==> src/rtl/bp_dynamic_predictor_pkg.sv <==
// Shared branch-predictor types: indexing mode, per-instruction prediction word
// carried down the pipe, and the 2-bit saturating counter step.
package bp_dynamic_predictor_pkg;

    typedef enum logic {
        BP_BIMODAL = 1'b0,
        BP_GSHARE  = 1'b1
    } bp_mode_e;

    localparam int unsigned BP_IDX_W    = 8;
    localparam logic [1:0]  CNT_WEAK_NT = 2'b01;

    typedef struct packed {
        logic                pred_taken;
        logic [31:0]         pred_target;
        logic [BP_IDX_W-1:0] bht_idx;
    } rv32i_bp_word;

    function automatic logic [1:0] sat_update(input logic [1:0] cnt, input logic taken);
        logic [1:0] nxt;
        nxt = cnt;
        if (taken && cnt != 2'b11) begin
            nxt = cnt + 2'd1;
        end else if (!taken && cnt != 2'b00) begin
            nxt = cnt - 2'd1;
        end
        return nxt;
    endfunction

endpackage

==> src/rtl/bp_dynamic_predictor_counter_table.sv <==
// Array of 2-bit saturating counters: one combinational read port, one
// synchronous training port, synchronous reset to weakly not-taken.
module bp_counter_table
    import bp_dynamic_predictor_pkg::*;
#(
    parameter int unsigned ENTRIES = 256,
    localparam int unsigned IW     = $clog2(ENTRIES)
) (
    input  logic          clk,
    input  logic          rst,
    input  logic [IW-1:0] rd_idx,
    output logic [1:0]    rd_cnt_c,
    input  logic          wr_en,
    input  logic [IW-1:0] wr_idx,
    input  logic          wr_taken
);

    logic [1:0] cnt [ENTRIES];

    assign rd_cnt_c = cnt[rd_idx];

    always_ff @(posedge clk) begin
        if (rst) begin
            for (int i = 0; i < int'(ENTRIES); i++) begin
                cnt[i] <= CNT_WEAK_NT;
            end
        end else if (wr_en) begin
            cnt[wr_idx] <= sat_update(cnt[wr_idx], wr_taken);
        end
    end

endmodule

==> src/rtl/bp_dynamic_predictor.sv <==
// Dynamic branch predictor: direct-mapped BTB plus 2-bit BHT (bimodal or gshare),
// 0-cycle lookup in IF, non-speculative training from resolved EX outcomes.
module bp_dynamic_predictor
    import bp_dynamic_predictor_pkg::*;
#(
    parameter int unsigned BTB_ENTRIES = 64,
    parameter int unsigned BHT_ENTRIES = 256,
    parameter int unsigned GHR_W       = 8,
    parameter int unsigned MODE        = 1,
    parameter int unsigned CNT_W       = 32,
    localparam int unsigned IB         = $clog2(BHT_ENTRIES)
) (
    input  logic             clk,
    input  logic             rst,
    input  logic             stall,
    input  logic [31:0]      if_pc,
    output logic             if_pred_taken,
    output logic [31:0]      if_pred_target,
    output logic [IB-1:0]    if_bht_idx,
    input  logic             upd_valid,
    input  logic             upd_is_jal,
    input  logic [31:0]      upd_pc,
    input  logic [IB-1:0]    upd_bht_idx,
    input  logic             upd_taken,
    input  logic [31:0]      upd_target,
    input  logic             upd_mispred,
    output logic [CNT_W-1:0] perf_branches,
    output logic [CNT_W-1:0] perf_mispred
);

    localparam int unsigned TB    = $clog2(BTB_ENTRIES);
    localparam int unsigned TAG_W = 30 - TB;

    logic             btb_valid  [BTB_ENTRIES];
    logic             btb_is_jal [BTB_ENTRIES];
    logic [TAG_W-1:0] btb_tag    [BTB_ENTRIES];
    logic [31:0]      btb_target [BTB_ENTRIES];
    logic [GHR_W-1:0] ghr;

    logic [TB-1:0]    rd_bi;
    logic [TAG_W-1:0] rd_tag;
    logic             rd_hit;
    logic [1:0]       bht_cnt;
    logic [TB-1:0]    wr_bi;
    logic             do_update;
    logic             pc_lsb_unused;

    assign pc_lsb_unused = ^{if_pc[1:0], upd_pc[1:0], bht_cnt[0]};

    assign do_update = upd_valid && !stall;

    // History is folded in only for gshare; bimodal uses the raw PC slice.
    always_comb begin
        if_bht_idx = if_pc[IB+1:2];
        if (MODE == 32'(BP_GSHARE)) begin
            if_bht_idx = if_pc[IB+1:2] ^ IB'(ghr);
        end
    end

    assign rd_bi  = if_pc[TB+1:2];
    assign rd_tag = if_pc[31:TB+2];
    assign rd_hit = btb_valid[rd_bi] && (btb_tag[rd_bi] == rd_tag);

    assign if_pred_taken  = rd_hit && (btb_is_jal[rd_bi] || bht_cnt[1]);
    assign if_pred_target = rd_hit ? btb_target[rd_bi] : 32'd0;

    bp_counter_table #(
        .ENTRIES (BHT_ENTRIES)
    ) u_bht (
        .clk      (clk),
        .rst      (rst),
        .rd_idx   (if_bht_idx),
        .rd_cnt_c (bht_cnt),
        .wr_en    (do_update && !upd_is_jal),
        .wr_idx   (upd_bht_idx),
        .wr_taken (upd_taken)
    );

    assign wr_bi = upd_pc[TB+1:2];

    // BTB: only taken outcomes allocate; the last writer of an index wins.
    always_ff @(posedge clk) begin
        if (rst) begin
            for (int i = 0; i < int'(BTB_ENTRIES); i++) begin
                btb_valid[i] <= 1'b0;
            end
        end else if (do_update && upd_taken) begin
            btb_valid[wr_bi]  <= 1'b1;
            btb_is_jal[wr_bi] <= upd_is_jal;
            btb_tag[wr_bi]    <= upd_pc[31:TB+2];
            btb_target[wr_bi] <= upd_target;
        end
    end

    // Global history tracks conditional branches only.
    always_ff @(posedge clk) begin
        if (rst) begin
            ghr <= '0;
        end else if (do_update && !upd_is_jal) begin
            ghr <= GHR_W'({ghr, upd_taken});
        end
    end

    always_ff @(posedge clk) begin
        if (rst) begin
            perf_branches <= '0;
            perf_mispred  <= '0;
        end else if (do_update) begin
            perf_branches <= perf_branches + CNT_W'(1);
            perf_mispred  <= perf_mispred + CNT_W'(upd_mispred);
        end
    end

endmodule

==> config.mk <==
export PLATFORM = sky130hd
export DESIGN_NAME = bp_dynamic_predictor
export DESIGN_NICKNAME = d
export VERILOG_FILES = /design/src/rtl/bp_dynamic_predictor_pkg.sv /design/src/rtl/bp_dynamic_predictor_counter_table.sv /design/src/rtl/bp_dynamic_predictor.sv
export SDC_FILE = /design/constraint.sdc
export NUM_CORES = 2
export LEC_CHECK = 0
export BUFFER_PORTS_ARGS = -buffer_cell sky130_fd_sc_hd__buf_2
export CORE_UTILIZATION = 40
export CTS_CLUSTER_SIZE = 24
export DETAILED_ROUTE_END_ITERATION = 12
export GPL_ROUTABILITY_DRIVEN = 0
export SYNTH_ARGS = -nofsm -noshare
export SYNTH_HDL_FRONTEND = slang
export SYNTH_MEMORY_MAX_BITS = 65536
export SYNTH_SLANG_ARGS = --single-unit
==> constraint.sdc <==
create_clock -name clk -period 5.9 [get_ports clk]
set_input_delay 0.295 -clock clk [delete_from_list [all_inputs] [get_ports clk]]
set_output_delay 0.295 -clock clk [all_outputs]
set_load 0.05 [all_outputs]
Word-level counts from Yosys, hierarchy flattened
Memory sizes are Yosys's and may differ from the RTL's.
Index checks and enable logic that the tools add are counted.
W data, S select, Z words.
{"block": "totals", "input_bits": 111, "latch_bits": 0, "ram_bits": 4224, "out_inout_bits": 105, "reg_bits": 72, "mem_count": 5, "mem_bits_ro": 0}
{"memory": "btb_target", "depth": 64, "word_bits": 32, "rd": 1, "rd_clocked_by_memory_dff": 0, "write_ports": 1, "line_no": "bp_dynamic_predictor.sv:37", "source": "logic [31:0] btb_target [BTB_ENTRIES];"}
{"memory": "btb_tag", "depth": 64, "word_bits": 24, "rd": 1, "rd_clocked_by_memory_dff": 0, "write_ports": 1, "line_no": "bp_dynamic_predictor.sv:36", "source": "logic [TAG_W-1:0] btb_tag [BTB_ENTRIES];"}
{"memory": "u_bht.cnt", "depth": 256, "word_bits": 2, "rd": 2, "rd_clocked_by_memory_dff": 0, "write_ports": 256, "line_no": "bp_dynamic_predictor_counter_table.sv:18", "source": "logic [1:0] cnt [ENTRIES];"}
{"memory": "btb_is_jal", "depth": 64, "word_bits": 1, "rd": 1, "rd_clocked_by_memory_dff": 0, "write_ports": 1, "line_no": "bp_dynamic_predictor.sv:35", "source": "logic btb_is_jal [BTB_ENTRIES];"}
{"memory": "btb_valid", "depth": 64, "word_bits": 1, "rd": 1, "rd_clocked_by_memory_dff": 0, "write_ports": 64, "line_no": "bp_dynamic_predictor.sv:34", "source": "logic btb_valid [BTB_ENTRIES];"}
{"block": "op_classes", "shift": 0, "n_addsub": 4, "order_cmp": 0, "n_reduce_logical": 14, "eq_ne": 2, "bitwise": 1, "div": 0, "multipliers": 0, "muxes": 19}
{"cell": "$add A32 B1 Y32", "count": 1}
{"cell": "$add A32 B1 Y32 const B", "count": 1}
{"cell": "$mux W32", "count": 1}
{"cell": "$eq A24 B24 Y1", "count": 1}
{"cell": "$mux W1", "count": 11}
{"cell": "$mux W2", "count": 5}
{"cell": "$mux W8", "count": 1}
{"cell": "$xor A8 B8 Y8", "count": 1}
{"cell": "$logic_and A1 B1 Y1", "count": 7}
{"cell": "$mux W6", "count": 1}
{"cell": "$logic_not A1 Y1", "count": 3}
{"cell": "$add A2 B1 Y2 const B", "count": 1}
{"cell": "$ne A2 B2 Y1 const B", "count": 1}
{"cell": "$reduce_bool A2 Y1", "count": 1}
{"cell": "$reduce_or A2 Y1", "count": 1}
{"cell": "$sub A2 B1 Y2 const B", "count": 1}
{"cell": "$logic_or A1 B1 Y1", "count": 1}
{"cell": "$reduce_or A1 Y1", "count": 1}

Depth between registers and ports, before layout
{"block": "logic_depth", "depth_word": 8, "depth_mapped": 17, "depth_no_buf": 11}

By module
Synthesis repeated with hierarchy kept, for this count alone.
{"block": "unflattened", "hier_cells": 8969, "area_unflattened_um2": 176151.4}
{"mod": "bp_dynamic_predictor", "area_per_inst_um2": 146078.9, "instances": 1, "cells_per_inst": 6731}
{"mod": "bp_counter_table", "area_per_inst_um2": 30072.6, "instances": 1, "cells_per_inst": 2238}

Least setup slack after synthesis
No wires, ideal clock.
{"block": "synth_path", "path_type": "input port to output port", "from": "in if_pc[2]", "to": "out if_pred_target[0]", "required_time_ps": 5605, "path_slack_ps": 1221, "arrival_time_ps": 4384, "stages": 13, "path_cell_list": "buf_4 > buf_2 > buf_2 > buf_2 > mux4_2 > a22oi_1 > nand4_1 > xnor2_1 > o211ai_1 > a2111oi_0 > nand4_1 > buf_2 > a311oi_1"}
{"block": "synth_via", "elab_chain_len": 4}
{"element": "start: declaration", "line_no": "bp_dynamic_predictor.sv:16", "source": "input logic [31:0] if_pc,"}
{"element": "$mem_v2 Z64 W24"}
{"element": "$eq A24 B24 Y1", "line_no": "bp_dynamic_predictor.sv:62", "source": "assign rd_hit = btb_valid[rd_bi] && (btb_tag[rd_bi] == rd_tag);"}
{"element": "$logic_and A1 B1 Y1", "line_no": "bp_dynamic_predictor.sv:62"}
{"element": "$mux W32 *", "line_no": "bp_dynamic_predictor.sv:65", "source": "assign if_pred_target = rd_hit ? btb_target[rd_bi] : 32'd0;"}
{"element": "end: declaration", "line_no": "bp_dynamic_predictor.sv:18", "source": "output logic [31:0] if_pred_target,"}
Mark *: on every way between the ends. The rest lies on a longest branch, timed or not.

Final worst setup path
{"block": "layout_path", "from": "mem btb_tag[24][21] (netlist name)", "to": "out if_pred_target[3]"}
{"block": "layout_via", "elab_chain_len": 4}
{"element": "start: declaration", "line_no": "bp_dynamic_predictor.sv:36"}
{"element": "$mem_v2 Z64 W24"}
{"element": "$eq A24 B24 Y1", "line_no": "bp_dynamic_predictor.sv:62"}
{"element": "$logic_and A1 B1 Y1", "line_no": "bp_dynamic_predictor.sv:62"}
{"element": "$mux W32", "line_no": "bp_dynamic_predictor.sv:65"}
No other way between the ends.

==> results.txt <==
Run status = finished with violations
Failing checks = max-capacitance violations
Grt met2 use = 39.0%
Global-route total usage across every layer = 23.9%
Multiplexer fraction of the synthesized cell area = 17.3%
Total power = 64.7 mW
DR WL/cell = 35.1 microns
Met3 Use GR = 4.22%
Final-report hold violation count = 0
Worst-case clock buffer depth = 4
Final worst setup slack = 320 ps
XOR/XNOR share of the synthesized area = 0.380%
Cell count of the worst hold path = 1
Vias per cell = 6.17
Total overflow reported by the global router = 0
Met1 layer usage reported by global route = 32.2%
Seq/Total Area, Yosys = 73.9%
Root buffer selected by CTS = sky130_fd_sc_hd__clkbuf_16
Flop2flop setup slack = 1160 ps
Post-place setup slack = 103 ps
Number of flops mapped to enable cells by yosys = 4160
Wire length of the first global-routing pass = 731 mm
Final setup TNS = 0 ps
Share of synthesized flip-flops with an asynchronous set or reset = 0%
Largest family of logic cells by synthesized area = multiplexers
Critical path endpoint category = primary output
Number of max-slew violations in the final report = 0
Worst hold path startpoint = upd_target[0]
Initial core utilization = 40.3%
RSZ-0062 raised after global routing = false
Io pins = 216
Total number of vias = 93.3k
Simple logic cell fraction of the synthesized area = 3.89%
Layer with the highest usage after global routing = met2
Leakage = 61.5 nW
Worst supply voltage drop on vdd = 0.000262 V
CTS H-Tree Depth = 5
Worst-case clock skew = 54.9 ps
DP Wirelength = 289 mm
Worst-case headroom to the max-slew limit = 0.993%
Main synth FF type = sky130_fd_sc_hd__edfxtp_1
Highest clock frequency the design can meet = 179 MHz
Instance count of the mapped netlist = 8581
Ratio of total power to cell area = 327 nW/um^2
Clock tree from TritonCTS = built
Detailed-route DRC error count = 0
Area enclosed by the die boundary = 434000 sq um
Shortest clock period the worst path allows after layout = 5580 ps
Relative area change from synthesis to final layout = 14.6%
Area of all placed cells without fillers = 198000 sq um
Slew at the pin closest to its max-slew limit = 1480 ps
Share of the synthesized area in compound gates (AO/OA/AOI/OAI) = 2.66%
Number of rows created at floorplan = 240
End of the worst register-to-register path = u_bht.cnt[183][0]
Ys Warns = 0
Vias in the first global route = 92.5k
Worst path required time = 5610 ps
Worst Setup Start Kind = flip-flop
First DRT Iteration DRCs = 13.1k
Number of buffers created by CTS = 435
Count of buffers from port buffering = 211
Origin of the critical flop-to-flop path = u_bht.cnt[235][1]
Minimum hold slack = 55.4 ps
Number of search-and-repair iterations in the first detailed-routing pass = 8
Vert. Die Dim = 659 microns
Combined area of all synthesized cells = 173000 sq um
Area of the core = 429000 sq um
Nets@finish = 9146
Share of the clock period used by the worst path after layout = 94.6%
Antenna violations before repair = 41
Remaining antenna violation count after routing = 0
Arrival time at the worst endpoint = 5290 ps
MaxCap Viol Count = 1
Maximum fanout encountered on the critical timing path = 13
Number of sinks handled by clock tree synthesis = 4296
Hold Path End = btb_target[46][0]
Clk pin slew, worst setup/hold paths = 60 ps
Post-placement cell area = 183000 sq um
Path type of the worst setup path = flip-flop to primary output
Flip-flop and latch count after synthesis = 4296
Die X = 659 microns
Area leader, netlist = sky130_fd_sc_hd__edfxtp_1
Mean instance size in the synthesized netlist = 20.1 sq um
Post-synth cell types = 69
Area share of the largest cell type after synthesis = 72.3%
Insertion delay to the later sink of the worst-skew pair = 970 ps
Most common library cell in the layout ignoring fill and taps = sky130_fd_sc_hd__edfxtp_1
Layout cells sized above 1 = 27.5%
Cells on worst reg2reg path = 12
Maximum number of pins on one net before global-route repair = 212
Adder-cell area share of the yosys netlist = 0.0362%
Number of endpoints failing setup at the final stage = 0
Syn_nets = 8697
Overall routed net length = 530 mm
Path class of the lowest-slack min-delay path = input port to flip-flop
Dominant cells by area after synthesis = sky130_fd_sc_hd__edfxtp_1 72%, sky130_fd_sc_hd__mux4_2 16%, sky130_fd_sc_hd__dfxtp_1 1.6%
Highest-count cells in the layout ignoring fill and taps = 4160 x sky130_fd_sc_hd__edfxtp_1, 1220 x sky130_fd_sc_hd__mux4_2, 442 x sky130_fd_sc_hd__clkbuf_16
[routing by layer]
| layer | up-vias | share of wire (%) |
|---|---|---|
| li1 | 36700 | - |
| met1 | 50200 | 38 |
| met2 | 5299 | 49 |
| met3 | 1045 | 9.6 |
| met4 | 28 | 4.1 |
| met5 | - | 0.033 |
[repair_timing]
action                                  in CTS  in global routing
hold buffers                                53                  0
gates resized for setup                      1                  2
hold endpoints to repair                  1673                  0
buffers inserted                             0                  0
endpoints found under the setup margin       2                  2
[synthesized netlist by cell type (36+ instances only)]
master,n
sky130_fd_sc_hd__a21o_1,145
sky130_fd_sc_hd__a21oi_1,62
sky130_fd_sc_hd__a22oi_1,95
sky130_fd_sc_hd__and3_1,40
sky130_fd_sc_hd__buf_1,73
sky130_fd_sc_hd__buf_2,172
sky130_fd_sc_hd__buf_4,36
sky130_fd_sc_hd__clkbuf_1,369
sky130_fd_sc_hd__dfxtp_1,136
sky130_fd_sc_hd__edfxtp_1,4160
sky130_fd_sc_hd__inv_1,80
sky130_fd_sc_hd__mux2i_1,222
sky130_fd_sc_hd__mux4_2,1220
sky130_fd_sc_hd__nand2_1,294
sky130_fd_sc_hd__nand2b_1,38
sky130_fd_sc_hd__nand3_1,257
sky130_fd_sc_hd__nand4_1,103
sky130_fd_sc_hd__nor2_1,220
sky130_fd_sc_hd__nor2b_1,56
sky130_fd_sc_hd__nor3_1,215
sky130_fd_sc_hd__nor4_1,62
sky130_fd_sc_hd__o21ai_0,38
sky130_fd_sc_hd__o21bai_1,80
sky130_fd_sc_hd__o22ai_1,83
sky130_fd_sc_hd__xor2_1,54
[kinds of logic after synthesis]
logic type               Yosys count
XOR/XNOR                          75
adder cells (fa/ha/maj)            5
multiplexers                    1459
AO/OA/AOI/OAI                    641
AND/OR/NAND/NOR                 1365
buffers and inverters            740
flip-flops                      4296
[area by class of cell]
| cell class | instances | area [sq um] |
|---|---|---|
| flip-flops and latches | 4296 | 128000 |
| diodes | 33 | 82.6 |
| well taps | 5687 | 7120 |
| clock inverters | 264 | 2510 |
| clock buffers | 533 | 11400 |
| inverters | 85 | 334 |
| multi-input cells | 3545 | 42600 |
| fillers | 35400 | 231000 |
| repair buffers | 667 | 6300 |
[worst max path at each step]
stage	from	endpoint	slack [ps]	cells past startpoint
finish	btb_tag[24][21]	if_pred_target[3]	320	11
global route	btb_tag[24][21]	if_pred_target[31]	200	11
CTS	btb_tag[5][21]	if_pred_target[3]	5	12
detailed placement	if_pc[2]	if_pred_target[3]	100	15
global placement	if_pc[2]	if_pred_target[3]	70	15
floorplan	if_pc[2]	if_pred_target[0]	1220	13
[critical path: stages, from the launching register on]
cell and delay (ps):
sky130_fd_sc_hd__edfxtp_1 380, sky130_fd_sc_hd__mux4_2 470, sky130_fd_sc_hd__mux4_2 500, sky130_fd_sc_hd__o21ai_0 390, sky130_fd_sc_hd__or3_1 230, sky130_fd_sc_hd__nand3_1 220
sky130_fd_sc_hd__a2111oi_1 680, sky130_fd_sc_hd__nand4_1 280, sky130_fd_sc_hd__buf_12 270, sky130_fd_sc_hd__a311oi_2 490, sky130_fd_sc_hd__buf_4 220, sky130_fd_sc_hd__buf_12 130
[per-stage QoR]
step                cells  utilization (%)
global placement    14200             42.8
finish              15100             46.2
global route        15100             46.2
CTS                 15100             46.2
detailed placement  14200             42.8
floorplan            8581                -
[flip-flops by register name, summed over array words and instances, names as in the netlist]
name / flops
btb_target: 2048
btb_tag: 1536
u_bht.cnt: 512
btb_is_jal: 64
btb_valid: 64
perf_branches: 32
perf_mispred: 32
ghr: 8
[power breakdown]
group | switching [mW] | internal (mW)
clock | 11.8 | 15.4
combinational | 2.48 | 1.39
sequential | 0.0479 | 33.5
total | 14.4 | 50.4
Note: power is estimated with default switching activity, not from simulation.
